File: config.mk
export PLATFORM = sky130hd
export DESIGN_NAME = cmos_nvram_uploader
export DESIGN_NICKNAME = d
export VERILOG_FILES = /design/src/rtl/cmos_nvram_uploader.sv
export SDC_FILE = /design/constraint.sdc
export NUM_CORES = 1
export LEC_CHECK = 0
export CORE_MARGIN = 5
export CORE_UTILIZATION = 48
export DETAILED_ROUTE_END_ITERATION = 6
export HOLD_SLACK_MARGIN = 0.08
export PLACE_DENSITY = 0.88
export SYNTH_ARGS = -nofsm -noshare
export SYNTH_HDL_FRONTEND = slang
export SYNTH_SLANG_ARGS = --single-unit
File: constraint.sdc
create_clock -name clk_sys -period 3.5 [get_ports clk_sys]
set_clock_uncertainty 0.05 [all_clocks]
set_input_delay 0.7 -clock clk_sys [delete_from_list [all_inputs] [get_ports clk_sys]]
set_output_delay 0.7 -clock clk_sys [all_outputs]
set_load 0.1 [all_outputs]
File: src/rtl/cmos_nvram_uploader.sv
// Purpose: reads 4-bit CMOS NVRAM back to hps_io as bytes (lo nibble = even address).
// Latency: ioctl_rd -> ioctl_din valid after 3+2*RAM_LATENCY cycles; out-of-range bytes after 2.
// Backpressure: ioctl_wait held high until the byte is valid; strobes while busy are dropped and flagged.
module cmos_nvram_uploader #(
    parameter int          CMOS_AW      = 10,
    parameter int          RAM_LATENCY  = 1,
    parameter logic [15:0] UPLOAD_INDEX = 16'd4
) (
    input  logic               clk_sys,
    input  logic               reset_n,
    input  logic               ioctl_upload,
    input  logic [15:0]        ioctl_index,
    input  logic               ioctl_rd,
    input  logic [24:0]        ioctl_addr,
    output logic [7:0]         ioctl_din,
    output logic               ioctl_wait,
    output logic [CMOS_AW-1:0] cmos_addr,
    output logic               cmos_rd,
    input  logic [3:0]         cmos_q,
    input  logic               cpu_cmos_we,
    output logic               nvram_dirty,
    output logic               upload_done,
    output logic               upload_err
);
    // Byte address width of the upload image.
    localparam int         BW       = CMOS_AW - 1;
    localparam logic [1:0] LAT_LAST = 2'(RAM_LATENCY - 1);

    typedef enum logic [2:0] {
        IDLE, LO_ADDR, LO_WAIT, HI_ADDR, HI_WAIT, DONE
    } state_t;

    state_t        state, state_nxt;
    logic          sel, sel_q, sel_rise, sel_fall;
    logic          start, abort, in_range, lat_done, last_byte_done;
    logic [BW-1:0] byte_addr;
    logic [3:0]    lo;
    logic [1:0]    lat_cnt;
    logic          oor;
    logic          complete;

    assign sel       = ioctl_upload && (ioctl_index == UPLOAD_INDEX);
    assign sel_rise  = sel && !sel_q;
    assign sel_fall  = !sel && sel_q;
    assign in_range  = (ioctl_addr[24:BW] == '0);
    assign start     = (state == IDLE) && sel && ioctl_rd;
    assign abort     = (state != IDLE) && !sel;
    assign lat_done  = (lat_cnt == LAT_LAST);

    // Next-state: fixed nibble sequence, session loss overrides everything.
    always_comb begin
        state_nxt = state;
        case (state)
            IDLE:    if (start) state_nxt = in_range ? LO_ADDR : DONE;
            LO_ADDR: state_nxt = LO_WAIT;
            LO_WAIT: if (lat_done) state_nxt = HI_ADDR;
            HI_ADDR: state_nxt = HI_WAIT;
            HI_WAIT: if (lat_done) state_nxt = DONE;
            DONE:    state_nxt = IDLE;
            default: state_nxt = IDLE;
        endcase
        if (abort) state_nxt = IDLE;
    end

    assign last_byte_done = (state == HI_WAIT) && (state_nxt == DONE) && (byte_addr == '1);

    // State register.
    always_ff @(posedge clk_sys or negedge reset_n) begin
        if (!reset_n) state <= IDLE;
        else          state <= state_nxt;
    end

    // Read datapath: latch byte address, drive CMOS port, assemble and present the byte.
    always_ff @(posedge clk_sys or negedge reset_n) begin
        if (!reset_n) begin
            byte_addr  <= '0;
            oor        <= 1'b0;
            lo         <= 4'h0;
            lat_cnt    <= 2'd0;
            ioctl_din  <= 8'h00;
            ioctl_wait <= 1'b0;
            cmos_addr  <= '0;
            cmos_rd    <= 1'b0;
        end else begin
            lat_cnt <= (state == LO_WAIT || state == HI_WAIT) ? lat_cnt + 2'd1 : 2'd0;
            cmos_rd <= (state_nxt == LO_ADDR) || (state_nxt == LO_WAIT) ||
                       (state_nxt == HI_ADDR) || (state_nxt == HI_WAIT);
            if (start) begin
                byte_addr  <= ioctl_addr[BW-1:0];
                oor        <= !in_range;
                ioctl_wait <= 1'b1;
                if (in_range) cmos_addr <= {ioctl_addr[BW-1:0], 1'b0};
            end
            if (state == LO_WAIT && state_nxt == HI_ADDR) begin
                lo        <= cmos_q;
                cmos_addr <= {byte_addr, 1'b1};
            end
            // In-range bytes are presented on entry to DONE, straight from the high nibble.
            if (state == HI_WAIT && state_nxt == DONE) begin
                ioctl_din  <= {cmos_q, lo};
                ioctl_wait <= 1'b0;
            end
            // Out-of-range bytes spend one cycle in DONE before being presented.
            if (state == DONE && !abort) begin
                if (oor) ioctl_din <= 8'hFF;
                ioctl_wait <= 1'b0;
            end
            if (abort) ioctl_wait <= 1'b0;
        end
    end

    // Session tracking: completion flag, dirty flag, done pulse and sticky busy error.
    always_ff @(posedge clk_sys or negedge reset_n) begin
        if (!reset_n) begin
            sel_q       <= 1'b0;
            complete    <= 1'b0;
            nvram_dirty <= 1'b0;
            upload_done <= 1'b0;
            upload_err  <= 1'b0;
        end else begin
            sel_q       <= sel;
            upload_done <= sel_fall && complete;
            if (sel_rise)            complete <= 1'b0;
            else if (last_byte_done) complete <= 1'b1;
            if (cpu_cmos_we)                nvram_dirty <= 1'b1;
            else if (sel_fall && complete)  nvram_dirty <= 1'b0;
            if ((state != IDLE) && sel && ioctl_rd) upload_err <= 1'b1;
        end
    end

endmodule

# Word level (Yosys, flattened, before mapping)
# Cells that the tools add are included.
# word_totals
reg_bits	44
in_bits	50
output_inout_bits	23
# classes
n_addsub	1
n_eq_ne	12
muxes	21
reduce_logical	31
# op_table
cell	n
$mux 10	3
$mux 8	3
$eq 16x3->1 const B	1
$logic_not 16->1	1
$mux 3	5
$pmux 3 s5	1
$logic_and 1x1->1	13
$eq 3x2->1 const B	4
$eq 3x3->1 const B	4
$eq 9x9->1 const B	1
$mux 1	8
$reduce_bool 2->1	4
$eq 3x1->1 const B	2
$logic_not 1->1	4
$logic_or 1x1->1	4
$reduce_bool 4->1	1
$logic_not 3->1	1
$reduce_bool 3->1	1
$add 2x1->2 const B	1
$logic_not 2->1	1
$mux 2	1
$reduce_and 2->1	1

# Longest topological paths before layout
# logic_depth
word_depth	12
depth_mapped	8
ltp_nobuf	7

# Worst setup path after synthesis
# OpenSTA, ideal clock, no wires.
# synth_path
path_kind	input -> register
startpoint	input port ioctl_index[10]
endpoint	register cmos_addr[1]
arrival_time_ns	2.114
required_time_ns	3.372
slack_ns	1.258
setup_ns	0.078
n_path_buf	3
path_stages	7
cell_sequence	nor4_4 > nand3_2 > or4_4 > buf_6 > buf_8 > buf_8 > a21oi_1
# synth_via
elab_chain_len	11
elab_cells_between_ends	15
# synth_rtl
element	line	rtl
start: declaration	12	input logic [15:0] ioctl_index,
$eq 16x3->1 (*)	42	assign sel = ioctl_upload && (ioctl_index == UPLOAD_INDEX);
$logic_and 1x1->1 (*)	42	
$logic_and 1x1->1 (2 in a row)	46	assign start = (state == IDLE) && sel && ioctl_rd;
$mux 3	54	IDLE: if (start) state_nxt = in_range ? LO_ADDR : DONE;
$pmux 3 s5	53	case (state)
$mux 3	62	if (abort) state_nxt = IDLE;
$eq 3x2->1	94	if (state == LO_WAIT && state_nxt == HI_ADDR) begin
$logic_and 1x1->1	94	
$reduce_bool 2->1 (no line)	-	
$reduce_and 2->1 (no line)	-	
end signal: assignment	92	if (in_range) cmos_addr <= {ioctl_addr[BW-1:0], 1'b0};
end signal: assignment	96	cmos_addr <= {byte_addr, 1'b1};
end: declaration	17	output logic [CMOS_AW-1:0] cmos_addr,
# Mark *: on every way between the ends. The rest lies on a longest branch, timed or not.
# A chain may end at the register's enable or synchronous reset.

# Worst setup path in the final report
# layout_path
startpoint	register ioctl_din[3]
endpoint	output port ioctl_din[3]
# layout_lines
element	line	rtl
start: declaration	15	output logic [7:0] ioctl_din,
start signal: assignment	100	ioctl_din <= {cmos_q, lo};
# No word-level cell between the ends.

==> flow_summary.ini <==
[die]
core.rowCount = 23
floorplan.initialDensity = 0.504
core_region_area_um2 = 4060
die-width_um = 75.3
floorplan.die.height_um = 75.3
die_area_um2 = 5670
io_pins = 73

[synth]
post_synth_inst_count = 179
synth_commonest_cells = 44 x dfrtp_1, 20 x nor2_1, 17 x mux2i_1
synth.yosys.seq_area_share = 0.538
synthMostInstantiatedCell = dfrtp_1
postSynth.asyncResetShare = 1.00
number_of_register_bits_inferred_by_synthesis = 44
netlist.top_cell.by_area = dfrtp_1
yosys_warnings = 0
synthTopCellsByArea = dfrtp_1 54%, mux2i_1 8.3%, mux2_2 7.2%
synth_edf_count = 0
syn_nets = 230
synth_ff_type = dfrtp_1
syn_area_per_cell_um2 = 11.4
synth_cell_types = 38
synth.top_cell.area_share = 0.538
syn-cell-area_um2 = 2050

[pwr]
leakagePower_nw = 1.32
internal_power_mw = 0.793
clock_power_share = 0.409
irDropWorstVdd_mv = 0.331
seq_power_share = 0.512
combinationalPowerShare = 0.079
powerDensity_nw_per_um2 = 342
power.share.switching = 0.200
netSwitchingPower_mw = 0.198
total_power_mw = 0.991

[cts]
worstSkewPairLatency_ns = 0.30
cts.repair_timing.setup_buffer_count = 0
cts_tree = done
clkSlewWorstSetupHoldPaths_ns = 0.08
h-tree-depth = 2
numCtsBuffers = 5
clock-sinks = 44
cts-resized-gates = 0
clock_path_buffers = 2
cts.root.buffer_cell = clkbuf_8
hold_buffers = 0

[worst_setup_path]
cp.depth = 1
rrSetupSlack_ns = 1.62
timing.critical_path.cells = clkdlybuf4s50_1
path_buf_inv = 1
cp-start-kind = flip-flop
critical_path.endpoint_type = output port
reg2reg_depth = 5
crit_arrival_ns = 1.83
critical_path.top_delay_family = buffers and inverters
cp-endpoint = ioctl_din[3]
timing.critical_path.required_ns = 2.75
reg2reg_from = lat_cnt[0]
cp_slowest_stage_delay_ns = 1.15
critical_path_launch_point = ioctl_din[3]
rr_endpoint = lo[2]
critical-path-slowest-cell = clkdlybuf4s50_1
criticalPathCategory = reg2out
timing.critical_path.fanout_max = 2

[sta]
final-max-slew-violation-count = 0
setup_viol_count_final = 0
final.period_utilization = 0.737
timing.slew.headroom = 0.350
finalCriticalPeriod_ns = 2.58
max_slew.worst_pin.slew_ns = 0.972
hold_violations = 0
totalNegativeSetupSlack_ns = 0
rsz0062_at_grt = no
fmax_mhz = 388

[hold_path]
worst_min_path_class = reg2reg

[global_route]
grt_pass1_vias = 1656
initial_antenna_violation_count = 0
grt_pass1_wl_um = 7540
grt_usage = 0.177
grt_start_max_net_pins = 45
grt.overflow.total = 0

[placement]
gp_congestion = 0.819
dp_hpwl_um = 3480
dpl.cell_count = 294
numPortBuffers = 72

[layout]
final_layout_size_suffix_gt1_frac = 0.147
antenna-diode-count = 0
syn2layout_area_growth_pct = 41.6
final_util = 0.714
fillCellCount = 280
design.final.nets = 302
stdcell_count = 302

[routing]
detail_route.wirelength_um = 4580
drt_first_iter_violations = 76
post_drt_wl_per_cell_um = 15.2
post_drt_via_cell_ratio = 5.18
antenna_nets_post_route = 0
route.vias.total = 1565
drc = 0
firstDrtPassIters = 4

[status]
status = finished clean

[job]
timing.max_cap.violations = 0
[cell usage in the layout, fill, tap and decap left out, types with 2 or more instances in the layout]
cell type / Yosys / layout
a21oi_1: 12 / 12
buf_4: 0 / 5
clkbuf_8: 0 / 6
clkdlybuf4s50_1: 0 / 69
dfrtp_1: 44 / 44
inv_1: 6 / 6
mux2_2: 13 / 13
mux2i_1: 17 / 17
nand2_1: 12 / 12
nand3_1: 4 / 4
nand4_1: 2 / 2
nor2_1: 20 / 20
nor2b_1: 3 / 3
nor3_1: 6 / 5
nor4_1: 4 / 4
nor4_4: 2 / 2
o21ai_0: 3 / 3
xnor2_1: 2 / 2
[power groups by stage]
stage	clock network [mW]	registers [mW]	logic, mW
final	0.405	0.508	0.0783
after global routing	0.435	0.508	0.0852
after CTS	0.414	0.508	0.0797
after detailed placement	0	0.518	0.0797
after global placement	0	0.518	0.0783
after floorplan	0	0.518	0.00792
[per-stage QoR]
stage	setup WS (ns)	hold WS [ns]	cell area [um2]
2_1_floorplan	1.26	0.354	2050
3_3_place_gp	0.717	0.375	2780
3_5_place_dp	0.643	0.381	2780
4_1_cts	0.910	0.392	2900
5_1_grt	0.878	0.402	2900
6_report	0.920	0.388	2900
[flip-flops by register name, indices dropped and copies added (netlist names), 2 cells and up]
signal and count:
cmos_addr 10, lat_cnt 2, byte_addr 9, state 3, lo 4, ioctl_din 8
[cell families after synthesis]
kind of cell	after synthesis	synth area share
flops	44	0.538
buf+inv	16	0.0459
xor+xnor	3	0.0128
fa+ha+maj	1	0.00612
mux	30	0.155
simple gates	64	0.183
compound gates	21	0.0593
[worst min path at each step]
stage | endpoint | cells past startpoint | slack, ns | from
6_report | lat_cnt[0] | 1 | 0.39 | lat_cnt[0]
5_1_grt | lat_cnt[0] | 1 | 0.40 | lat_cnt[0]
4_1_cts | lat_cnt[0] | 1 | 0.39 | lat_cnt[0]
3_5_place_dp | lat_cnt[0] | 1 | 0.38 | lat_cnt[0]
3_3_place_gp | lat_cnt[0] | 1 | 0.37 | lat_cnt[0]
2_1_floorplan | byte_addr[0] | 0 | 0.35 | reset_n
[cell type report]
| cell class | instances | area [um2] | area share |
|---|---|---|---|
| inverter | 6 | 22.5 | 0.00778 |
| tap | 50 | 62.6 | 0.0216 |
| clock buffer | 6 | 82.6 | 0.0285 |
| clock inverter | 2 | 38.8 | 0.0134 |
| sequential | 44 | 1100 | 0.380 |
| timing repair buffer | 75 | 733 | 0.253 |
| multi-input combinational | 119 | 856 | 0.295 |
[metal layers]
layer | track usage | part of all wire
met1 | 0.214 | 0.40
met2 | 0.293 | 0.49
met3 | 0.0587 | 0.080
met4 | 0.0680 | 0.023
met5 | 0 | 0
No activity file was read; power rests on OpenSTA's default activity.
